--- src/rtl/quiz_pkg.sv ---
// Shared types for the quiz round controller: FSM states, one-hot player codes
// and the answer timer width.
package quiz_pkg;

    typedef enum logic [2:0] {
        IDLE,
        CLEAR,
        ARMED,
        ANSWER,
        DONE,
        OVER
    } state_t;

    localparam logic [1:0] USER_NONE = 2'b00;
    localparam logic [1:0] USER1     = 2'b01;
    localparam logic [1:0] USER2     = 2'b10;

    localparam int TIMER_W = 16;

endpackage

--- src/rtl/quiz_round_controller_if.sv ---
// Host/arbiter-facing signal bundle of the quiz round controller.
// master = host/judge console side, slave = controller side.
interface quiz_round_controller_if #(
    parameter int SCORE_W = 4
);
    logic               start_round;
    logic               winner_user1;
    logic               winner_user2;
    logic               judge_correct;
    logic               judge_wrong;
    logic               arb_rst;
    logic               armed;
    logic [1:0]         answering;
    logic [15:0]        timer;
    logic [SCORE_W-1:0] score_user1;
    logic [SCORE_W-1:0] score_user2;
    logic               game_over;
    logic               err;

    modport master (
        output start_round, winner_user1, winner_user2, judge_correct, judge_wrong,
        input  arb_rst, armed, answering, timer, score_user1, score_user2, game_over, err
    );

    modport slave (
        input  start_round, winner_user1, winner_user2, judge_correct, judge_wrong,
        output arb_rst, armed, answering, timer, score_user1, score_user2, game_over, err
    );
endinterface

--- src/rtl/quiz_answer_timer.sv ---
// Loadable 16-bit down-counter for the answer window; zero flags expiry.
module quiz_answer_timer
    import quiz_pkg::*;
(
    input  logic               clk,
    input  logic               rst,
    input  logic               load,
    input  logic [TIMER_W-1:0] load_val,
    input  logic               en,
    output logic [TIMER_W-1:0] count,
    output logic               zero
);

    always_ff @(posedge clk) begin
        if (!rst)      count <= '0;
        else if (load) count <= load_val;
        else if (en)   count <= count - 1'b1;
    end

    assign zero = (count == '0);

endmodule

--- src/rtl/quiz_round_controller.sv ---
// Round controller for the fastest-finger-first arbiter: arms rounds, runs the
// answer window, scores verdicts. Optional macro: QUIZ_WRONG_PENALTY_EN.
module quiz_round_controller
    import quiz_pkg::*;
#(
    parameter int ANSWER_CYCLES = 50,
    parameter int SCORE_W       = 4,
    parameter int TARGET_SCORE  = 5
) (
    input logic clk,
    input logic rst,
    quiz_round_controller_if.slave bus
);

    localparam logic [SCORE_W-1:0] TGT     = SCORE_W'(TARGET_SCORE);
    localparam logic [SCORE_W-1:0] MAX_SC  = '1;
    localparam logic [TIMER_W-1:0] WIN_TOP = TIMER_W'(ANSWER_CYCLES - 1);

    state_t             state;
    logic               arb_rst_q, armed_q, game_over_q, err_q;
    logic [1:0]         answering_q;
    logic [SCORE_W-1:0] s1_q, s2_q;

    logic               t_load, t_en, t_zero;
    logic [TIMER_W-1:0] t_load_val, t_count;

    logic one_winner, both_winners, verdict_ok, verdict_bad, answer_exit;

    assign one_winner   = bus.winner_user1 ^ bus.winner_user2;
    assign both_winners = bus.winner_user1 & bus.winner_user2;
    // judge_wrong dominates; a verdict beats a simultaneous timeout
    assign verdict_ok   = bus.judge_correct & ~bus.judge_wrong;
    assign verdict_bad  = bus.judge_wrong | (t_zero & ~bus.judge_correct);
    assign answer_exit  = (state == ANSWER) & (verdict_ok | verdict_bad);

    // Load the window on entry, clear it on exit so timer reads 0 outside ANSWER
    assign t_load     = ((state == ARMED) & one_winner) | answer_exit;
    assign t_load_val = answer_exit ? '0 : WIN_TOP;
    assign t_en       = (state == ANSWER) & ~t_zero;

    quiz_answer_timer u_timer (
        .clk      (clk),
        .rst      (rst),
        .load     (t_load),
        .load_val (t_load_val),
        .en       (t_en),
        .count    (t_count),
        .zero     (t_zero)
    );

    always_ff @(posedge clk) begin
        if (!rst) begin
            state       <= IDLE;
            arb_rst_q   <= 1'b1;
            armed_q     <= 1'b0;
            answering_q <= USER_NONE;
            s1_q        <= '0;
            s2_q        <= '0;
            game_over_q <= 1'b0;
            err_q       <= 1'b0;
        end else begin
            case (state)
                IDLE: if (bus.start_round) state <= CLEAR;
                CLEAR: begin
                    state     <= ARMED;
                    arb_rst_q <= 1'b0;
                    armed_q   <= 1'b1;
                end
                ARMED: begin
                    if (one_winner) begin
                        state       <= ANSWER;
                        armed_q     <= 1'b0;
                        answering_q <= bus.winner_user1 ? USER1 : USER2;
                    end else if (both_winners) begin
                        state     <= IDLE;
                        armed_q   <= 1'b0;
                        arb_rst_q <= 1'b1;
                        err_q     <= 1'b1;
                    end
                end
                ANSWER: begin
                    if (verdict_ok | verdict_bad) begin
                        state       <= DONE;
                        arb_rst_q   <= 1'b1;
                        answering_q <= USER_NONE;
                    end
                    if (verdict_ok) begin
                        if (answering_q == USER1 && s1_q != MAX_SC) s1_q <= s1_q + 1'b1;
                        if (answering_q == USER2 && s2_q != MAX_SC) s2_q <= s2_q + 1'b1;
                    end
`ifdef QUIZ_WRONG_PENALTY_EN
                    else if (verdict_bad) begin
                        if (answering_q == USER1 && s1_q != '0) s1_q <= s1_q - 1'b1;
                        if (answering_q == USER2 && s2_q != '0) s2_q <= s2_q - 1'b1;
                    end
`endif
                end
                DONE: begin
                    if (s1_q >= TGT || s2_q >= TGT) begin
                        state       <= OVER;
                        game_over_q <= 1'b1;
                    end else begin
                        state <= IDLE;
                    end
                end
                OVER:    state <= OVER;
                default: state <= IDLE;
            endcase
        end
    end

    assign bus.arb_rst     = arb_rst_q;
    assign bus.armed       = armed_q;
    assign bus.answering   = answering_q;
    assign bus.timer       = t_count;
    assign bus.score_user1 = s1_q;
    assign bus.score_user2 = s2_q;
    assign bus.game_over   = game_over_q;
    assign bus.err         = err_q;

endmodule
--- src/flat_wrapper.sv ---
// flat-port wrapper written by rule: the top's interface ports become plain ports
module quiz_round_controller_flat import quiz_pkg::*;
#(
    parameter int ANSWER_CYCLES = 50,
    parameter int SCORE_W       = 4,
    parameter int TARGET_SCORE  = 5
)
  (clk, rst, bus_start_round, bus_winner_user1, bus_winner_user2, bus_judge_correct, bus_judge_wrong, bus_arb_rst, bus_armed, bus_answering, bus_timer, bus_score_user1, bus_score_user2, bus_game_over, bus_err);
  quiz_round_controller_if #(.SCORE_W(SCORE_W)) bus_i ();
  input logic clk;
  input logic rst;
  input wire logic [$bits(bus_i.start_round)-1:0] bus_start_round;
  input wire logic [$bits(bus_i.winner_user1)-1:0] bus_winner_user1;
  input wire logic [$bits(bus_i.winner_user2)-1:0] bus_winner_user2;
  input wire logic [$bits(bus_i.judge_correct)-1:0] bus_judge_correct;
  input wire logic [$bits(bus_i.judge_wrong)-1:0] bus_judge_wrong;
  output wire logic [$bits(bus_i.arb_rst)-1:0] bus_arb_rst;
  output wire logic [$bits(bus_i.armed)-1:0] bus_armed;
  output wire logic [$bits(bus_i.answering)-1:0] bus_answering;
  output wire logic [$bits(bus_i.timer)-1:0] bus_timer;
  output wire logic [$bits(bus_i.score_user1)-1:0] bus_score_user1;
  output wire logic [$bits(bus_i.score_user2)-1:0] bus_score_user2;
  output wire logic [$bits(bus_i.game_over)-1:0] bus_game_over;
  output wire logic [$bits(bus_i.err)-1:0] bus_err;
  assign bus_i.start_round = bus_start_round;
  assign bus_i.winner_user1 = bus_winner_user1;
  assign bus_i.winner_user2 = bus_winner_user2;
  assign bus_i.judge_correct = bus_judge_correct;
  assign bus_i.judge_wrong = bus_judge_wrong;
  assign bus_arb_rst = bus_i.arb_rst;
  assign bus_armed = bus_i.armed;
  assign bus_answering = bus_i.answering;
  assign bus_timer = bus_i.timer;
  assign bus_score_user1 = bus_i.score_user1;
  assign bus_score_user2 = bus_i.score_user2;
  assign bus_game_over = bus_i.game_over;
  assign bus_err = bus_i.err;
  quiz_round_controller #(.ANSWER_CYCLES(ANSWER_CYCLES), .SCORE_W(SCORE_W), .TARGET_SCORE(TARGET_SCORE)) u_core (.clk(clk), .rst(rst), .bus(bus_i));
endmodule
--- config.mk ---
export PLATFORM = sky130hd
export DESIGN_NAME = quiz_round_controller_flat
export DESIGN_NICKNAME = d
export VERILOG_FILES = /design/src/rtl/quiz_pkg.sv /design/src/rtl/quiz_round_controller_if.sv /design/src/rtl/quiz_answer_timer.sv /design/src/rtl/quiz_round_controller.sv /design/src/flat_wrapper.sv
export SDC_FILE = /design/constraint.sdc
export NUM_CORES = 1
export LEC_CHECK = 0
export ABC_AREA = 0
export ABC_CLOCK_PERIOD_IN_PS = 2000
export CORE_ASPECT_RATIO = 1.25
export CORE_MARGIN = 3
export CORE_UTILIZATION = 28
export DETAILED_ROUTE_END_ITERATION = 8
export REMOVE_ABC_BUFFERS = 1
export SETUP_SLACK_MARGIN = 0.15
export SYNTH_ARGS = -nofsm -noshare
export SYNTH_HDL_FRONTEND = slang
export SYNTH_SLANG_ARGS = --single-unit
--- constraint.sdc ---
create_clock -name clk -period 2 [get_ports clk]
set_input_delay 0.3 -clock clk [delete_from_list [all_inputs] [get_ports clk]]
set_output_delay 0.3 -clock clk [all_outputs]
set_load 0.01 [all_outputs]
# Word level (Yosys, flattened, before mapping)

Index checks and enable logic that the tools add are counted.

Flip-flop bits (word level): 33
Bits of input ports: 7
Word-level logic and storage cells: 80

Multiplexer cells: 20
Reductions and logical operators: 17
Eq/ne operators: 15
Bitwise logic cells: 14
Magnitude comparators: 2
Add/subtract/negate cells: 3

Operators with widths:

| cell                                                                                | count |
|---|---|
| 16-bit 2-to-1 mux                                                                   | 2 |
| 3-bit one-hot mux with 6 select lines                                               | 1 |
| 16-bit zero test                                                                    | 1 |
| 16-bit by 1-bit subtractor with 16-bit output, second input constant                | 1 |
| 3-bit 2-to-1 mux                                                                    | 5 |
| 3-bit AND reduction                                                                 | 5 |
| 4-bit by 1-bit adder with 4-bit output, second input constant                       | 2 |
| 4-bit by 3-bit greater-or-equal comparator with 1-bit output, second input constant | 2 |
| 4-bit inequality test, second input constant                                        | 2 |
| 1-bit bitwise AND                                                                   | 6 |
| 3-bit by 2-bit == test with 1-bit output, second input constant                     | 2 |
| 3-bit == test, second input constant                                                | 2 |
| 2-bit 2-to-1 mux                                                                    | 3 |
| 6-bit 2-to-1 mux                                                                    | 1 |
| 2-bit inequality test, second input constant                                        | 3 |
| 2-bit nonzero test                                                                  | 3 |
| 1-bit 2-to-1 mux                                                                    | 5 |
| 2-bit by 1-bit inequality test with 1-bit output, second input constant             | 2 |
| 1-bit inverter                                                                      | 4 |
| 2-bit one-hot mux with 2 select lines                                               | 1 |
| 2-bit AND reduction                                                                 | 2 |
| 4-bit AND reduction                                                                 | 1 |
| 3-bit by 1-bit == test with 1-bit output, second input constant                     | 1 |
| 3-bit zero test                                                                     | 1 |
| other kinds (10)                                                                    | 13 |

# Longest topological paths before layout

Gate-level depths: netlist of run 1.

Word-level depth: 7
Depth in mapped cells: 7
Gate-level depth less buffers: 6

# By module

A second synthesis of run 1 with hierarchy kept.

Cell total of the unflattened synthesis: 218
Area, all modules: 1894.3 um^2

Modules (own cells, without submodules):

| module                | seq. area each (um^2) | area an instance (um^2) | cells an instance | instances |
|---|---|---|---|---|
| quiz_round_controller | 340.3                 | 1012.2                  | 118               | 1 |
| quiz_answer_timer     | 320.3                 | 882.1                   | 100               | 1 |

# Worst setup path before layout of run 1

No wires, ideal clock.

Path kind: input to register
Start point: in bus_winner_user2
End point: reg u_core.u_timer.count[12]
Data arrival time: 1.829 ns
Data required time: 1.920 ns
Library setup time: 0.080 ns
Cell stages on the path: 6
Setup slack: 0.091 ns
Path through: ha_1 > or2_2 > clkbuf_1 > nand3_1 > or4_4 > a211oi_2

Cells in the longest elaborated chain, start to end: 4
Elaborated cells between the ends (all ways): 5
Those cells by class: mux: 1; bitwise: 3; reduce/logical: 1

Ends and longest elaborated chain:

| item                                                           | line                        | RTL |
|---|---|---|
| from (decl)                                                    | flat_wrapper.sv:14          | `input wire logic [$bits(bus_i.winner_user2)-1:0] bus_winner_user2;` |
| 1-bit bitwise XOR *                                            | quiz_round_controller.sv:29 | `assign one_winner = bus.winner_user1 ^ bus.winner_user2;` |
| 1-bit bitwise AND *                                            | quiz_round_controller.sv:37 | `assign t_load = ((state == ARMED) & one_winner) \| answer_exit;` |
| 1-bit bitwise OR *                                             | quiz_round_controller.sv:37 |  |
| 16-bit 2-to-1 mux / 2-bit nonzero test (equally long branches) | --                          |  |
| to (signal assigned)                                           | quiz_answer_timer.sv:16     | `else if (load) count <= load_val;` |
| to (signal assigned)                                           | quiz_answer_timer.sv:17     | `else if (en) count <= count - 1'b1;` |
| to (decl)                                                      | quiz_answer_timer.sv:10     | `output logic [TIMER_W-1:0] count,` |

Every way passes the cells marked *; elsewhere a longest branch is shown, timed or not.
A chain may end at the register's enable or synchronous reset.

# Worst setup path in the final report of run 1

Start point: reg u_core.u_timer.count[8]
End point: reg u_core.u_timer.count[13]

Cells in the longest elaborated chain, start to end: 7
Elaborated cells between the ends (all ways): 12
Those cells by class: add/sub: 1; mux: 2; bitwise: 7; reduce/logical: 2

Ends and longest elaborated chain:

| item |
|---|
| parallel branches: the longest is 7 deep, another holds 16-bit by 1-bit subtractor with 16-bit output |

Several ways; the timed one is not identified. The select of a mux whose other input is x is not followed.

==> run summary, run 1 <==
The run finished with clean final reports. The final worst hold slack is 0.508 ns. The number of cell instances on the worst register-to-register path is 4. The critical path goes through or3_4 > or2_4 > or4_1 > a211oi_2. The ratio of cells with drive above 1 in the final layout is 0.204. Adding up every negative setup slack in the final design gives 0 ns. The register clock-pin slew on the reported worst setup and hold paths is around 0.070 ns.

The internal power contribution is approximately 1.5 mW. The total iterations of the first detailed-routing run came out at 4. On the critical path, the stage with the largest delay is an instance of sky130_fd_sc_hd__or4_1.

The sequential area share after synthesis is 0.358. TritonCTS built the clock tree. The share of total power dissipated in the clock network is 0.239. Before CTS, the worst setup slack after placement is -0.223 ns. The final routed wire length divided by cell count came out at ~14 um. The final critical delay including setup and external delays came out at 1.82 ns. The endpoint required time on the critical path is 2.21 ns.

In this run the tool buffered the top-level ports with 36 buffer cells. The multiplexer fraction of the synthesized cell area came out at 0.0163. The DRC marker count from the first detailed-route iteration is 37. The clock net sink count is 33. Setup repair after global routing could not meet its margin everywhere. At the end of routability-driven placement, the weighted congestion stood at approximately 0.82. The worst path arrival time is 2.03 ns.

The die footprint came out at ~7600 um2. The horizontal extent of the die is around 79 um. The adder-cell area share of the yosys netlist came out at 0.0611. STA classifies the critical path endpoint as a flip-flop.

The effective utilization at floorplan came out at 0.293. For this run, the leading register cell type out of synthesis is sky130_fd_sc_hd__dfxtp_1. The first-pass GRT wire length came out at roughly 8.6 mm. The number of CTS-inserted buffers is 5. The fraction of power spent switching nets is 0.354. The number of synthesized flops with an enable pin is 0. The repair_antennas step left the layout with diodes totalling 0. The instance area after placement came out at between 2000 and 2500 um2.

The relative area change from synthesis to final layout came out at 44.2%. The number of buffers and inverters on the critical path is 0. The wire-length estimate of the detail-placed layout is about 3.7 mm.

The number of nets in the layout is 294. 37 I/O pins were placed. The slew at the pin closest to its max-slew limit is around 0.46 ns. The number of DRC violations after detailed routing is 0. The fraction of the mapped netlist area in simple logic gates is 0.299. The cell family with the largest share of critical-path delay is simple AND/OR/NAND/NOR gates. The share of synthesized area in the top cell type comes to 0.358. The power per cell area is between 800 and 900 nW/um2. The worst slew margin relative to its limit came out at 0.692.

The delay of the slowest cell on the worst path came out at approximately 0.5 ns. The post-route worst setup slack is 0.181 ns. Summed over all instances, the cell type with the most area after synthesis is sky130_fd_sc_hd__dfxtp_1. The part of the total power dissipated in sequential elements came out at 0.345. The routed via count came out at between 1.5k and 2k. Yosys attributes the largest share of cell area to sky130_fd_sc_hd__dfxtp_1 (36%), sky130_fd_sc_hd__ha_1 (6.1%), sky130_fd_sc_hd__nor2_1 (3.9%), sky130_fd_sc_hd__a21oi_1 (3.3%), sky130_fd_sc_hd__o21ai_0 (3.0%). The synthesized area per cell came out at about 8.6 um2. The critical path is of the reg2reg type.

The post-layout instance area came out at 2660 um2. Of the total synthesized cell area, the portion taken by XOR and XNOR cells is 0.0332. After synthesis, the largest family of logic cells by area is simple AND/OR/NAND/NOR gates.

The remaining global-route overflow is 0. The max-cap violation count came out at 0. The post-detailed-route count of antenna-violating nets is 0. After synthesis, the share of flip-flops with an asynchronous set or reset is 0. Wires add up to approximately 5.2 mm. The final worst-path cycle share is 0.909. STA classifies the critical path startpoint as a flip-flop. The H-tree was split into 2 levels. The critical path runs through a total of 4 cells. The core region is about 6300 um2. The global-route usage over all layers is 0.140.

The top achievable clock speed came out at around 550 MHz. The insertion delay to the later sink of the worst-skew pair is slightly below 0.3 ns. The power dissipated by switching net loads came out at between 800 and 900 uW.

The root buffer cell is sky130_fd_sc_hd__clkbuf_8. Across the routed clock network, the largest skew measured is just under 0.006 ns. Counting flops and latches in the post-synthesis netlist gives 33. Counting every instance in the synthesized netlist gives approximately 220. The total standard cell area after synthesis came out at between 1500 and 2000 um2. The number of max-slew violations in the final report came out at 0. The pin count of the biggest net entering global routing is 14. In this run the worst path has a maximum fanout of 7. The largest voltage drop on the vdd net came out at about 260 uV.

The synthesized netlist contains 48 unique library cells. After clock tree synthesis, the flow added hold-fix buffers numbering 0. Using the TritonRoute via totals, the vias-per-cell ratio works out to roughly 5. The static leakage power came out at between 0.9 and 1 nW.

Along the worst hold path, the cell count comes to 1. The site row count came out at 32. The worst hold path belongs to the class reg2reg. The number of antenna violations at the first check in global routing is 0. The via count of the first global-routing pass is 1796. The share of the synthesized area in compound gates (AO/OA/AOI/OAI) is 0.191. The portion of total power attributed to combinational logic came out at 0.417. The final number of setup-violating endpoints is 0.

The count of synthesis-stage warnings from yosys came out at 0. In this run the vertical extent of the chip is ~97 um. The longest clock path from root to sink contains 2 buffers. The core utilization of the finished layout came out at 0.423.

The number of hold-slack violations in the final timing report came to 0.
==> power by group through the flow <==
stage	registers (mW)	clock network (mW)	logic, mW
after floorplan	0.861	0	0.471
after global placement	0.832	0	0.914
after detailed placement	0.832	0	0.922
after CTS	0.818	0.595	0.937
after global routing	0.835	0.619	1.09
final	0.823	0.570	0.994
==> layer usage <==
layer,global-route usage,share of wire,wire length [um],up-vias
met2,0.246,0.50,2610,43
met1,0.163,0.44,2290,862
met3,0.0335,0.042,217,6
met5,0,0,0,-
li1,-,-,-,921
met4,0.0498,0.012,64,0
==> cells in the final DEF (no fill, tap or decap), drive strengths merged, types with 3 or more instances in the layout <==
cell	count
a211oi	9
a21oi	12
buf	28
clkbuf	7
clkdlybuf4s50	34
dfxtp	33
ha	9
inv	11
mux2i	3
nand2	12
nand2b	3
nand3	7
nand4	8
nand4b	3
nor2	19
nor2b	3
nor3	8
nor4	3
o21ai	11
o31ai	6
or2	4
or3	8
or4	6
xnor2	3
xor2	4
==> through the flow <==
stage               instances  total power, mW
finish                    364             2.39
detailed placement        352             1.75
global placement          352             1.75
CTS                       360             2.35
global route              364             2.55
floorplan                 207             1.33
==> synth_stat cells (4+ instances only) <==
master	instances
sky130_fd_sc_hd__a211oi_1	6
sky130_fd_sc_hd__a21oi_1	12
sky130_fd_sc_hd__clkbuf_1	6
sky130_fd_sc_hd__dfxtp_1	33
sky130_fd_sc_hd__ha_1	9
sky130_fd_sc_hd__inv_1	11
sky130_fd_sc_hd__nand2_1	12
sky130_fd_sc_hd__nand3_1	7
sky130_fd_sc_hd__nand4_1	8
sky130_fd_sc_hd__nor2_1	19
sky130_fd_sc_hd__nor3_1	8
sky130_fd_sc_hd__o21ai_0	11
sky130_fd_sc_hd__o31ai_1	6
sky130_fd_sc_hd__or3_1	6
sky130_fd_sc_hd__or4_1	5
sky130_fd_sc_hd__xor2_1	4
==> state kept, by name, summed over array words and instances (netlist names) <==
name / count
u_core.u_timer.count: 16
u_core.bus.answering: 2
u_core.bus.err: 1
u_core.state: 3
u_core.bus.game_over: 1
u_core.bus.arb_rst: 1
u_core.bus.score_user2: 4
u_core.bus.score_user1: 4
u_core.bus.armed: 1
==> final cells by class <==
cell class / instances / area (um2)
clock buffers: 7 / 96.3
clock inverters: 1 / 5.00
fillers: 653 / 3630
inverters: 11 / 41.3
multi-input cells: 163 / 1150
flip-flops and latches: 33 / 666
well taps: 85 / 106
repair buffers: 64 / 593
==> worst paths after layout <==
check                           from                  endpoint  slack [ns]
min             u_core.bus.game_over      u_core.bus.game_over        0.51
max          u_core.u_timer.count[8]  u_core.u_timer.count[13]        0.18
min reg2reg     u_core.bus.game_over      u_core.bus.game_over        0.51
max reg2reg  u_core.u_timer.count[8]  u_core.u_timer.count[13]        0.18
==> timing repair <==
| item | CTS | global route |
|---|---|---|
| setup endpoints to repair | 6 | 14 |
| pin swaps | 1 | 4 |
| gates resized for setup | 6 | 7 |
| setup buffers | 0 | 4 |
==> kinds of logic after synthesis <==
kind of cell,Yosys count
AOI/OAI and AO/OA,51
adders and majority gates,9
xor gates and xnor gates,7
muxes,3
DFF,33
buffers and inverters,19
and+or+nand+nor,93
Note: power is estimated with default switching activity, not from simulation.
==> run 2, diff against run 1 <==
--- a/config.mk
+++ b/config.mk
@@ -10,6 +10,7 @@
 export CORE_ASPECT_RATIO = 1.25
 export CORE_MARGIN = 3
 export CORE_UTILIZATION = 28
+export CTS_CLUSTER_DIAMETER = 120
 export DETAILED_ROUTE_END_ITERATION = 8
 export REMOVE_ABC_BUFFERS = 1
 export SETUP_SLACK_MARGIN = 0.15
==> results of run 2 <==
The final DEF is identical to that of run 1; final timing and power are the same.
==> patch (settings of run 1) <==
The 6 states of `state_t` get a one-hot encoding in 6 bits.
--- a/src/rtl/quiz_pkg.sv
+++ b/src/rtl/quiz_pkg.sv
@@ -4,9 +4,9 @@
 
-    typedef enum logic [2:0] {
-        IDLE,
-        CLEAR,
-        ARMED,
-        ANSWER,
-        DONE,
-        OVER
+    typedef enum logic [5:0] {
+        IDLE   = 6'b000001,
+        CLEAR  = 6'b000010,
+        ARMED  = 6'b000100,
+        ANSWER = 6'b001000,
+        DONE   = 6'b010000,
+        OVER   = 6'b100000
     } state_t;
Formal check against the unedited RTL: no difference found for any inputs over 10 cycles, from zero or initial values and one cycle with rst low; not proved beyond that.
==> patch against run 1 <==
Final area rose by 6.5%. Sequential cell count rose by 3. Critical path depth rose by 5. Clock skew rose by 0.0033 ns. Die area rose by 6.6%. Utilization rose by 0.051 points. Wire length fell by 4.6%. Sequential share of layout area rose by 0.76 points. Global-route usage fell by 1.1 points. Power barely moved. Largest power group is now sequential cells. Via count fell by 0.11%. Worst setup slack improved by 0.082 ns. Synthesized area rose by 7.1%. Highest routed layer unchanged.
==> patch: results (changes against run 1) <==
| Metric | Value |
|---|---|
| Final net count | 308 (+4.8%) |
| Post-synthesis async set-or-reset flop share | 0 (unchanged) |
| Hold Slack | 0.485 ns (-0.0235 ns) |
| Reg-to-Reg End | u_core.state[5]$_SDFFE_PN0P_ |
| Slew at the pin with the worst max-slew slack | 0.466 ns (+0.00495 ns) |
| Vias | 1830 (-0.11%) |
| Max incr delay on CP | 0.34 ns (-0.16 ns) |
| Hold path start | u_core.bus.err$_SDFFE_PN0P_ |
| Unique cell type count in the Yosys netlist | 45 (-6.3%) |
| Port Buffers | 36 (unchanged) |
| Syn_area_per_cell | 8.94 µm² (+4.2%) |
| CTS root buf | clkbuf_8 |
| Fraction of layout instances using a drive strength above 1 | 0.256 (+0.0517) |
| Placed Cells | 367 (+4.3%) |
| Commonest cells in the netlist | dfxtp_1, nor2_1, nand2_1 |
| GP Congestion | 0.887 (+7.9%) |
| Status | finished, final reports clean |
| Seq/Total Area, Yosys | 0.365 (+0.00658) |
| Dpl ws | -0.0152 ns (+0.208 ns) |
| DP HPWL | 3.71 mm (-0.74%) |
| Max Buffers Root-to-Sink | 2 (unchanged) |
| Peak VDD IR | 0.391 mV (+51%) |
| Setup slack after layout | 0.263 ns (+0.0815 ns) |
| H-tree levels | 2 (unchanged) |
| Hold depth | 2 (+1) |
| Final cell count without fillers | 380 (+4.4%) |
| First-pass GRT wire length | 8.35 mm (-2.6%) |
| Hold endpoint | u_core.bus.err$_SDFFE_PN0P_ |
| Critical-path maximum fanout | 5 (-2) |
| Placed Area | 2640 µm² (+6.3%) |
| P_leak | 1.08 nW (+9.2%) |
| CP top delay family | simple AND/OR/NAND/NOR gates |
| Top post-synthesis cells by area | dfxtp_1, ha_1, nor2_1, xnor2_1, a21oi_1 |
| DR iter-0 viols | 45 (+22%) |
| R2R depth | 9 (+5) |
| Final WL | 4.94 mm (-4.6%) |
| Reg2reg start | u_core.u_timer.count[0]$_SDFFE_PN0P_ |
| Worst Path Arrival | 1.92 ns (-0.11 ns) |
| Clk_skew | 0.00921 ns (+0.00332 ns) |
| Crit-path slowest cell | dfxtp_2 |
| Sw Ratio | 0.338 (-0.0167) |
| Tot GR Track Use | 0.129 (-0.0106) |
==> patch: routing by layer <==
layer | wire length [µm] | share of wire | GRT usage
met1 | 2350 | 0.48 | 0.171
met2 | 2270 | 0.46 | 0.202
met3 | 228 | 0.046 | 0.0314
met4 | 81 | 0.016 | 0.0494
met5 | 0 | 0 | 0
==> patch: power by group through the flow <==
| stage | logic, mW | registers [mW] | clock network (mW) |
|---|---|---|---|
| 6_report | 0.874 | 0.875 | 0.640 |
| 5_1_grt | 0.955 | 0.885 | 0.694 |
| 4_1_cts | 0.838 | 0.868 | 0.661 |
| 3_5_place_dp | 0.831 | 0.883 | 0 |
| 3_3_place_gp | 0.820 | 0.884 | 0 |
| 2_1_floorplan | 0.456 | 0.899 | 0 |
==> patch: kinds of logic after synthesis <==
logic type	after synthesis	synth area share
flip-flops	36	0.365
XOR/XNOR	17	0.0754
AND/OR/NAND/NOR	101	0.299
multiplexers	5	0.0253
adder cells (fa/ha/maj)	9	0.0570
buffers and inverters	14	0.0304
AO/OA/AOI/OAI	39	0.148
==> patch: worst min-delay path, cell delays in order, from the launching register on <==
cell     delay [ns]
dfxtp_1        0.34
a21oi_1        0.04
nor2_1         0.07
==> patch: area by class of cell <==
type / count / area (µm²)
Sequential cell: 36 / 731
Multi-Input combinational cell: 171 / 1240
Clock inverter: 3 / 42.5
Fill cell: 668 / 3850
Tap cell: 87 / 109
Timing Repair Buffer: 71 / 621
Clock buffer: 5 / 68.8
Inverter: 7 / 26.3
==> patch: repair_timing <==
action | CTS | global route
gates resized for setup | 1 | 17
buffers inserted | 0 | 5
setup endpoints to repair | 11 | 18
pin swaps | 1 | 3
